File: config.mk
export PLATFORM = sky130hd
export DESIGN_NAME = multicycle_ctrl
export DESIGN_NICKNAME = d
export VERILOG_FILES = /design/src/rtl/multicycle_ctrl.sv
export SDC_FILE = /design/constraint.sdc
export NUM_CORES = 1
export LEC_CHECK = 0
export BUFFER_PORTS_ARGS = -buffer_cell sky130_fd_sc_hd__buf_4
export CORE_UTILIZATION = 50
export CTS_BUF_LIST = sky130_fd_sc_hd__clkbuf_4
export DETAILED_ROUTE_END_ITERATION = 8
export MAX_ROUTING_LAYER = met4
export PLACE_DENSITY = 0.75
export RECOVER_POWER = 50
export SETUP_SLACK_MARGIN = 0.5
export SLEW_MARGIN = 20
export SYNTH_ARGS = -nofsm -noshare
export SYNTH_HDL_FRONTEND = slang
export SYNTH_SLANG_ARGS = --single-unit
File: constraint.sdc
create_clock -name clk -period 4.4 [get_ports clk]
set_input_delay 1.32 -clock clk [delete_from_list [all_inputs] [get_ports clk]]
set_output_delay 1.32 -clock clk [all_outputs]
set_load 0.02 [all_outputs]
File: src/rtl/multicycle_ctrl.sv
// Multicycle control FSM: sequences fetch/decode/execute/memory/writeback over one shared ALU and memory port.
// Optional macro MULTICYCLE_CTRL_TRAP_EN makes illegal opcodes trap and adds the illegal_op output.
module multicycle_ctrl #(
  parameter int unsigned WAIT_W  = 8,
  parameter int unsigned TIMEOUT = 200
) (
  input  logic       clk,
  input  logic       reset_n,
  input  logic [5:0] op,
  input  logic [5:0] funct,
  input  logic       zero,
  input  logic       mem_ready,
  output logic       mem_req,
  output logic       iord,
  output logic       memwrite,
  output logic       irwrite,
  output logic       pcwrite,
  output logic [1:0] pcsrc,
  output logic       alusrca,
  output logic [1:0] alusrcb,
  output logic [1:0] aluop,
  output logic       regwrite,
  output logic [1:0] regdst,
  output logic [1:0] memtoreg,
  output logic       mem_timeout,
  output logic [3:0] state
`ifdef MULTICYCLE_CTRL_TRAP_EN
  ,
  output logic       illegal_op
`endif
);

  localparam int unsigned OP_W    = 6;
  localparam int unsigned STATE_W = 4;

  localparam logic [OP_W-1:0] OP_RTYPE   = 6'b000000;
  localparam logic [OP_W-1:0] OP_LW      = 6'b000001;
  localparam logic [OP_W-1:0] OP_SW      = 6'b000010;
  localparam logic [OP_W-1:0] OP_IMM_ADD = 6'b000011;
  localparam logic [OP_W-1:0] OP_IMM_SUB = 6'b000100;
  localparam logic [OP_W-1:0] OP_BEQ     = 6'b000101;
  localparam logic [OP_W-1:0] OP_BNE     = 6'b001001;
  localparam logic [OP_W-1:0] OP_J       = 6'b000111;
  localparam logic [OP_W-1:0] OP_JAL     = 6'b001000;
  localparam logic [OP_W-1:0] FN_JR      = 6'b000111;

  typedef enum logic [STATE_W-1:0] {
    S_FETCH   = 4'd0,
    S_DECODE  = 4'd1,
    S_MEMADR  = 4'd2,
    S_MEMRD   = 4'd3,
    S_MEMWB   = 4'd4,
    S_MEMWR   = 4'd5,
    S_EXEC    = 4'd6,
    S_ALUWB   = 4'd7,
    S_IMMEX   = 4'd8,
    S_IMMWB   = 4'd9,
    S_BRANCH  = 4'd10,
    S_JUMP    = 4'd11,
    S_JAL     = 4'd12,
    S_JR      = 4'd13,
    S_ILLEGAL = 4'd14
  } state_e;

  state_e            r_state;
  state_e            w_next;
  logic [WAIT_W-1:0] r_wait;
  logic              w_wait_st;
  logic              w_abort;

  // Stall accounting: only the three memory-access states can time out; ready always wins.
  assign w_wait_st = (r_state == S_FETCH) || (r_state == S_MEMRD) || (r_state == S_MEMWR);
  assign w_abort   = w_wait_st && !mem_ready && (r_wait == WAIT_W'(TIMEOUT));
  assign state     = r_state;

  always_ff @(posedge clk or negedge reset_n) begin
    if (!reset_n) begin
      r_state <= S_FETCH;
    end else begin
      r_state <= w_next;
    end
  end

  always_ff @(posedge clk or negedge reset_n) begin
    if (!reset_n) begin
      r_wait <= '0;
    end else if ((w_next != r_state) || w_abort) begin
      r_wait <= '0;
    end else if (w_wait_st && !mem_ready) begin
      r_wait <= r_wait + WAIT_W'(1);
    end
  end

  // Next state and datapath controls; everything is held low while reset is asserted.
  always_comb begin
    w_next      = r_state;
    mem_req     = 1'b0;
    iord        = 1'b0;
    memwrite    = 1'b0;
    irwrite     = 1'b0;
    pcwrite     = 1'b0;
    pcsrc       = 2'b00;
    alusrca     = 1'b0;
    alusrcb     = 2'b00;
    aluop       = 2'b00;
    regwrite    = 1'b0;
    regdst      = 2'b00;
    memtoreg    = 2'b00;
    mem_timeout = 1'b0;
`ifdef MULTICYCLE_CTRL_TRAP_EN
    illegal_op  = 1'b0;
`endif
    if (reset_n) begin
      mem_timeout = w_abort;
      case (r_state)
        S_FETCH: begin
          mem_req = 1'b1;
          alusrcb = 2'b01;
          if (mem_ready) begin
            irwrite = 1'b1;
            pcwrite = 1'b1;
            w_next  = S_DECODE;
          end else if (w_abort) begin
            w_next  = S_FETCH;
          end
        end
        S_DECODE: begin
          alusrcb = 2'b11;
          case (op)
            OP_RTYPE:            w_next = (funct == FN_JR) ? S_JR : S_EXEC;
            OP_LW, OP_SW:        w_next = S_MEMADR;
            OP_IMM_ADD,
            OP_IMM_SUB:          w_next = S_IMMEX;
            OP_BEQ, OP_BNE:      w_next = S_BRANCH;
            OP_J:                w_next = S_JUMP;
            OP_JAL:              w_next = S_JAL;
            default:             w_next = S_ILLEGAL;
          endcase
        end
        S_MEMADR: begin
          alusrca = 1'b1;
          alusrcb = 2'b10;
          w_next  = (op == OP_LW) ? S_MEMRD : S_MEMWR;
        end
        S_MEMRD: begin
          mem_req = 1'b1;
          iord    = 1'b1;
          if (mem_ready) begin
            w_next = S_MEMWB;
          end else if (w_abort) begin
            w_next = S_FETCH;
          end
        end
        S_MEMWB: begin
          regwrite = 1'b1;
          memtoreg = 2'b01;
          w_next   = S_FETCH;
        end
        S_MEMWR: begin
          mem_req  = 1'b1;
          iord     = 1'b1;
          memwrite = !w_abort;
          if (mem_ready || w_abort) begin
            w_next = S_FETCH;
          end
        end
        S_EXEC: begin
          alusrca = 1'b1;
          aluop   = 2'b10;
          w_next  = S_ALUWB;
        end
        S_ALUWB: begin
          regwrite = 1'b1;
          regdst   = 2'b01;
          w_next   = S_FETCH;
        end
        S_IMMEX: begin
          alusrca = 1'b1;
          alusrcb = 2'b10;
          aluop   = (op == OP_IMM_SUB) ? 2'b01 : 2'b00;
          w_next  = S_IMMWB;
        end
        S_IMMWB: begin
          regwrite = 1'b1;
          w_next   = S_FETCH;
        end
        S_BRANCH: begin
          alusrca = 1'b1;
          aluop   = 2'b01;
          pcsrc   = 2'b01;
          pcwrite = (op == OP_BNE) ? !zero : zero;
          w_next  = S_FETCH;
        end
        S_JUMP: begin
          pcsrc   = 2'b10;
          pcwrite = 1'b1;
          w_next  = S_FETCH;
        end
        S_JAL: begin
          // PC register still holds PC+4 here, so the link value comes straight from it.
          pcsrc    = 2'b10;
          pcwrite  = 1'b1;
          regwrite = 1'b1;
          regdst   = 2'b10;
          memtoreg = 2'b10;
          w_next   = S_FETCH;
        end
        S_JR: begin
          pcsrc   = 2'b11;
          pcwrite = 1'b1;
          w_next  = S_FETCH;
        end
        S_ILLEGAL: begin
`ifdef MULTICYCLE_CTRL_TRAP_EN
          illegal_op = 1'b1;
          w_next     = S_ILLEGAL;
`else
          w_next     = S_FETCH;
`endif
        end
        default: begin
          w_next = S_FETCH;
        end
      endcase
    end
  end

endmodule

==> results of run 1 <==
synth_stat cells, types with 5 or more instances:
master   count  area share
dfrtp_1     12        0.24
nor3_2       7       0.055
nor3_1      11       0.043
xnor2_1      7       0.048
nand2_1     14       0.041
nor4_1       5       0.025
inv_1        5       0.015
a21oi_1     10       0.039
nor2_1      16       0.047
o21ai_0      6       0.024
metrics by stage:
stage | total power, W | cell area (µm²) | setup WS [ns] | utilization
3_5_place_dp | 0.000609 | 1580 | 0.529 | 0.682
5_1_grt | 0.000722 | 1570 | 0.379 | 0.678
6_report | 0.000673 | 1570 | 0.473 | 0.678
3_3_place_gp | 0.000599 | 1580 | 0.583 | 0.682
4_1_cts | 0.000685 | 1610 | 0.514 | 0.693
2_1_floorplan | 0.000480 | 1290 | 0.499 | -
power by group:
group | internal (W) | leakage [nW] | total, W | switching [W]
combinational | 0.000152 | 0.464 | 0.000407 | 0.000255
clock | 0.0000330 | 0.0154 | 0.0000759 | 0.0000429
sequential | 0.000129 | 0.163 | 0.000190 | 0.0000615
state kept, by name, summed over array words and instances, names as in the netlist:
register and count:
state 4, r_wait 8
area by class of cell:
class                   count  share of cell area
clock buffers               3              0.0143
clock inverters             1             0.00239
inverters                   7              0.0167
multi-input cells         134               0.574
flip-flops and latches     12               0.191
well taps                  28              0.0223
repair buffers             40               0.179
metal layers:
metal,GRT usage,vias up
li1,-,666
met1,0.405,648
met2,0.441,61
met3,0.0319,11
met4,0.110,0
met5,-,-
worst min path at each step:
stage / to / start / depth (start not counted)
6_report: r_wait[7] / r_wait[7] / 2
2_1_floorplan: r_wait[7] / r_wait[7] / 2
4_1_cts: r_wait[7] / r_wait[7] / 2
3_5_place_dp: r_wait[7] / r_wait[7] / 2
5_1_grt: r_wait[7] / r_wait[7] / 2
3_3_place_gp: r_wait[5] / r_wait[5] / 2
logic make-up after synthesis:
logic type                 count (synthesis)  synth area share
adders and majority gates                  2            0.0196
xor gates and xnor gates                   9            0.0618
AOI/OAI and AO/OA                         36             0.214
buffers and inverters                     16            0.0529
and+or+nand+nor                           85             0.401
muxes                                      2            0.0157
DFF                                       12             0.235
critical path, cell delays in order:
cell	delay, ns
buf_4	0.17
clkbuf_1	0.52
nand2_1	0.21
nor3_1	0.21
buf_4	0.17
==> impl_metrics.ini, run 1 <==
[status]
outcome = complete, no violations

[critical_path]
critical_path.startpoint = reset_n
worst_ep_arrival_time_ns = 2.61
element_type_at_the_critical_path_end = primary output
timing.critical_path.from_type = input pin
r2r_cells = 6
ff2ff_setup_slack_ns = 1.79
timing.setup.critical_path_class = input pin to primary output
timing.critical_path.fanout_max = 14
setup.worst_path.end = aluop[0]
crit-reg2reg-capture = r_wait[6]
reg2reg_from = state[1]
cp_data_required_time_ns = 3.08

[power_and_ir_drop]
leakagePower_nw = 0.642
vdd_drop_max_mv = 0.287
p_per_area_mw_per_mm2 = 428

[placement]
hpwlAfterDp_mm = 2.64
place.port_buffers = 37
final_replace_weighted_congestion = 0.885
dp_cells = 221

[routing]
ant_nets = 0
dr.max_layer_used = met4
wirelength_met1_mm = 1.62
drt-initial-drc-count = 59
detail_route.wirelength_mm = 3.51
vias_per_cell = 6.16
dr_wl_met2_mm = 1.63
met3RoutedLength_um = 191
dr.pass1.iters = 5
route.detailed.drc = 0
wire_per_inst_um = 15.6
num_vias = 1386

[global_route]
maximum_number_of_pins_on_one_net_before_global_route_repair = 21
grt_antenna_before_repair = 0
grt_first_pass_wirelength_mm = 5.87
overflow = 0
grt_pass1_vias = 1274
overall_global_routing_resource_usage = 0.294

[timing]
setup_viol = 0
timing.max_slew.rel_slack = 0.373
setup_repair_after_global_routing_missed_its_margin = no
timing.clock.skew_ns = 0.0101
worst-slew-pin-transition_ns = 0.936
maxSlewViolCount = 0
setup_tns_final_ns = 0
worst_hold_slack_ns = 0.600
maxClockFrequency_mhz = 255
time_the_worst_path_needs_with_i_o_delays_and_setup_ns = 3.93
finalHoldViolCount = 0
post-route-period-util = 0.892

[final_layout]
mostFrequentLayoutCells = buf_4 (35), nor2_1 (16), nand2_1 (14)
seq_area_um2 = 300
final_net_count = 216
final-instance-count-excl-fill = 225
fill_cells = 232
final_layout_size_suffix_gt1_frac = 0.284
flow.area_growth_from_synthesis_pct = 23.2
multi_input_comb_area_um2 = 903
layout.cells.most_common = buf_4
diodes = 0

[clock_network]
postCtsSetupBuffers = 0
number_of_buffers_created_by_cts = 3
worst_skew_pair_later_pin_latency_ns = 0.29
tritoncts = yes
tritoncts_num_sinks = 12
clock_tree.root_cell = clkbuf_4
ctsHtreeMaxLevel = 1
maximum_count_of_clock_buffers_along_a_single_path = 2
cts.repair.resized = 0
post_cts_hold_buffer_count = 0
cts.reportedPaths.clkPinSlew_ns = 0.09

[synth]
post_synthesis_average_cell_area_um2 = 7.88
synth-main-ff-cell = dfrtp_1
seq_cells_post_synth = 12
asr_flop_ratio_synth = 1.00
yosysSeqAreaShare = 0.235
yosys_warnings = 0
mappedNetlistNets = 180
synth_edf_count = 0
postSynthCellCount = 162
cell_area_synth_mm2 = 0.00128
post_synth_num_cell_types = 49

[floorplan]
die_y_um = 52.5
ios = 38
core-area_mm2 = 0.00232
core.rowCount = 17
die_x_um = 52.5
floorplan.initialDensity = 0.550
die_ar_mm2 = 0.00276

[worst_hold_path]
timing.hold.worst.class = register to register

[run]
timing.max_cap.violations = 0
(Power assumes the default switching activity.)
==> run 2: changes to the inputs <==
- CORE_UTILIZATION: 50 -> 25
- PLACE_DENSITY: 0.75 -> 0.44
==> impl_metrics.ini, run 2 (synthesis gave the netlist of run 1 again) <==
[status]
outcome = complete, no violations

[floorplan]
core-area_mm2 = 0.00482
die_y_um = 73.5
die_x_um = 73.5
core.rowCount = 25
floorplan.initialDensity = 0.265
die_ar_mm2 = 0.00539
ios = 38

[global_route]
maximum_number_of_pins_on_one_net_before_global_route_repair = 23
overflow = 0
grt_first_pass_wirelength_mm = 6.23
overall_global_routing_resource_usage = 0.153
grt_antenna_before_repair = 0
grt_pass1_vias = 1281

[critical_path]
reg2reg_from = state[1]
crit-reg2reg-capture = r_wait[5]
cp_data_required_time_ns = 3.08
worst_ep_arrival_time_ns = 2.48
ff2ff_setup_slack_ns = 2.01
timing.critical_path.from_type = input pin
timing.critical_path.fanout_max = 7
timing.setup.critical_path_class = input pin to primary output
element_type_at_the_critical_path_end = primary output
r2r_cells = 5

[power_and_ir_drop]
vdd_drop_max_mv = 0.148
pwr-share-comb = 0.586
switching_power_w = 0.000358
leakagePower_nw = 0.643
switching_share = 0.535
cell_internal_pwr_w = 0.000312
p_total_w = 0.000670
p_per_area_mw_per_mm2 = 414
p_seq_frac = 0.304
clkPwrFrac = 0.111

[placement]
hpwlAfterDp_mm = 2.81
placement.cell_area_mm2 = 0.00162
final_replace_weighted_congestion = 0.825
dp_cells = 259
place.port_buffers = 37

[final_layout]
flow.area_growth_from_synthesis_pct = 26.9
mostFrequentLayoutCells = buf_4 (35), nor2_1 (16), nand2_1 (14)
registers.top_by_ff_count = r_wait
final_layout_size_suffix_gt1_frac = 0.286
final_net_count = 215
final-instance-count-excl-fill = 263
layout.cells.most_common = buf_4
diodes = 0
largest_register_ff_count = 8
final_design_area_no_fill_mm2 = 0.00162

[timing]
timing.clock.skew_ns = 0.00252
finalHoldViolCount = 0
timing.max_slew.rel_slack = 0.379
setup_repair_after_global_routing_missed_its_margin = no
post-route-period-util = 0.864
maxClockFrequency_mhz = 263
maxSlewViolCount = 0
worst-slew-pin-transition_ns = 0.928
time_the_worst_path_needs_with_i_o_delays_and_setup_ns = 3.80
setup_tns_final_ns = 0
setup_viol = 0

[clock_network]
number_of_buffers_created_by_cts = 3
tritoncts = yes
clock_tree.root_cell = clkbuf_4
worst_skew_pair_later_pin_latency_ns = 0.27
ctsHtreeMaxLevel = 1
cts.reportedPaths.clkPinSlew_ns = 0.09
maximum_count_of_clock_buffers_along_a_single_path = 2
postCtsSetupBuffers = 0
tritoncts_num_sinks = 12

[run]
timing.max_cap.violations = 0

[worst_hold_path]
worstHoldEndpoint = r_wait[7]
hold_path_origin = r_wait[7]
timing.hold.worst.class = register to register
hold_depth = 2

[routing]
ant_nets = 0
num_vias = 1313
wire_per_inst_um = 14.1
vias_per_cell = 4.99
detail_route.wirelength_mm = 3.72
drt-initial-drc-count = 99
dr.pass1.iters = 4
route.detailed.drc = 0
==> run 2: cell count changes in the layout (fill, tap and decap cells not counted), sizes merged <==
| cell | previous run | this run |
|---|---|---|
| clkbuf | 8 | 7 |
==> run 2: final cells by class <==
class | instances | area [µm²]
Fill cell | 555 | 3200
Inverter | 7 | 26.3
Tap cell | 67 | 83.8
Clock buffer | 3 | 22.5
Multi-Input combinational cell | 134 | 905
Clock inverter | 1 | 3.75
Timing Repair Buffer | 39 | 278
Sequential cell | 12 | 300
==> run 2: power groups by stage <==
| stage | combinational [W] | sequential, W | clock [W] |
|---|---|---|---|
| CTS | 0.000410 | 0.000202 | 0.0000751 |
| detailed placement | 0.000408 | 0.000205 | 0 |
| finish | 0.000392 | 0.000203 | 0.0000742 |
| global placement | 0.000406 | 0.000204 | 0 |
| floorplan | 0.000317 | 0.000163 | 0 |
| global route | 0.000430 | 0.000212 | 0.0000812 |
==> run 2: through the flow <==
step           utilization  setup slack [ns]  hold slack, ns
6_report             0.336             0.598           0.590
3_3_place_gp         0.337             0.570           0.574
5_1_grt              0.336             0.470           0.609
2_1_floorplan            -             0.499           0.540
4_1_cts              0.342             0.545           0.594
3_5_place_dp         0.337             0.555           0.577
==> run 2: how the worst max path moves through the flow <==
stage	cells past startpoint	start	slack, ns	to
6_report	7	op[0]	0.60	pcwrite
5_1_grt	5	op[3]	0.47	aluop[0]
4_1_cts	7	op[0]	0.54	pcwrite
3_5_place_dp	7	op[0]	0.56	pcwrite
3_3_place_gp	7	op[0]	0.57	pcwrite
2_1_floorplan	4	reset_n	0.50	memtoreg[0]
==> run 2: critical path, cell delays in order <==
cell and delay [ns]:
buf_4 0.12, nor2b_2 0.18, nand3_1 0.11, xor2_1 0.15, or3_1 0.30, a21oi_1 0.15, buf_4 0.16
==> run 2: per-layer routing <==
metal	GRT usage	share of wire
met1	0.223	0.51
met4	0.0427	0.0073
met5	-	0
met3	0.0123	0.045
met2	0.223	0.44
==> run 2: timing repair <==
action,CTS,global route
endpoints found under the setup margin,0,1
hold buffers,0,0
resized for setup,0,2
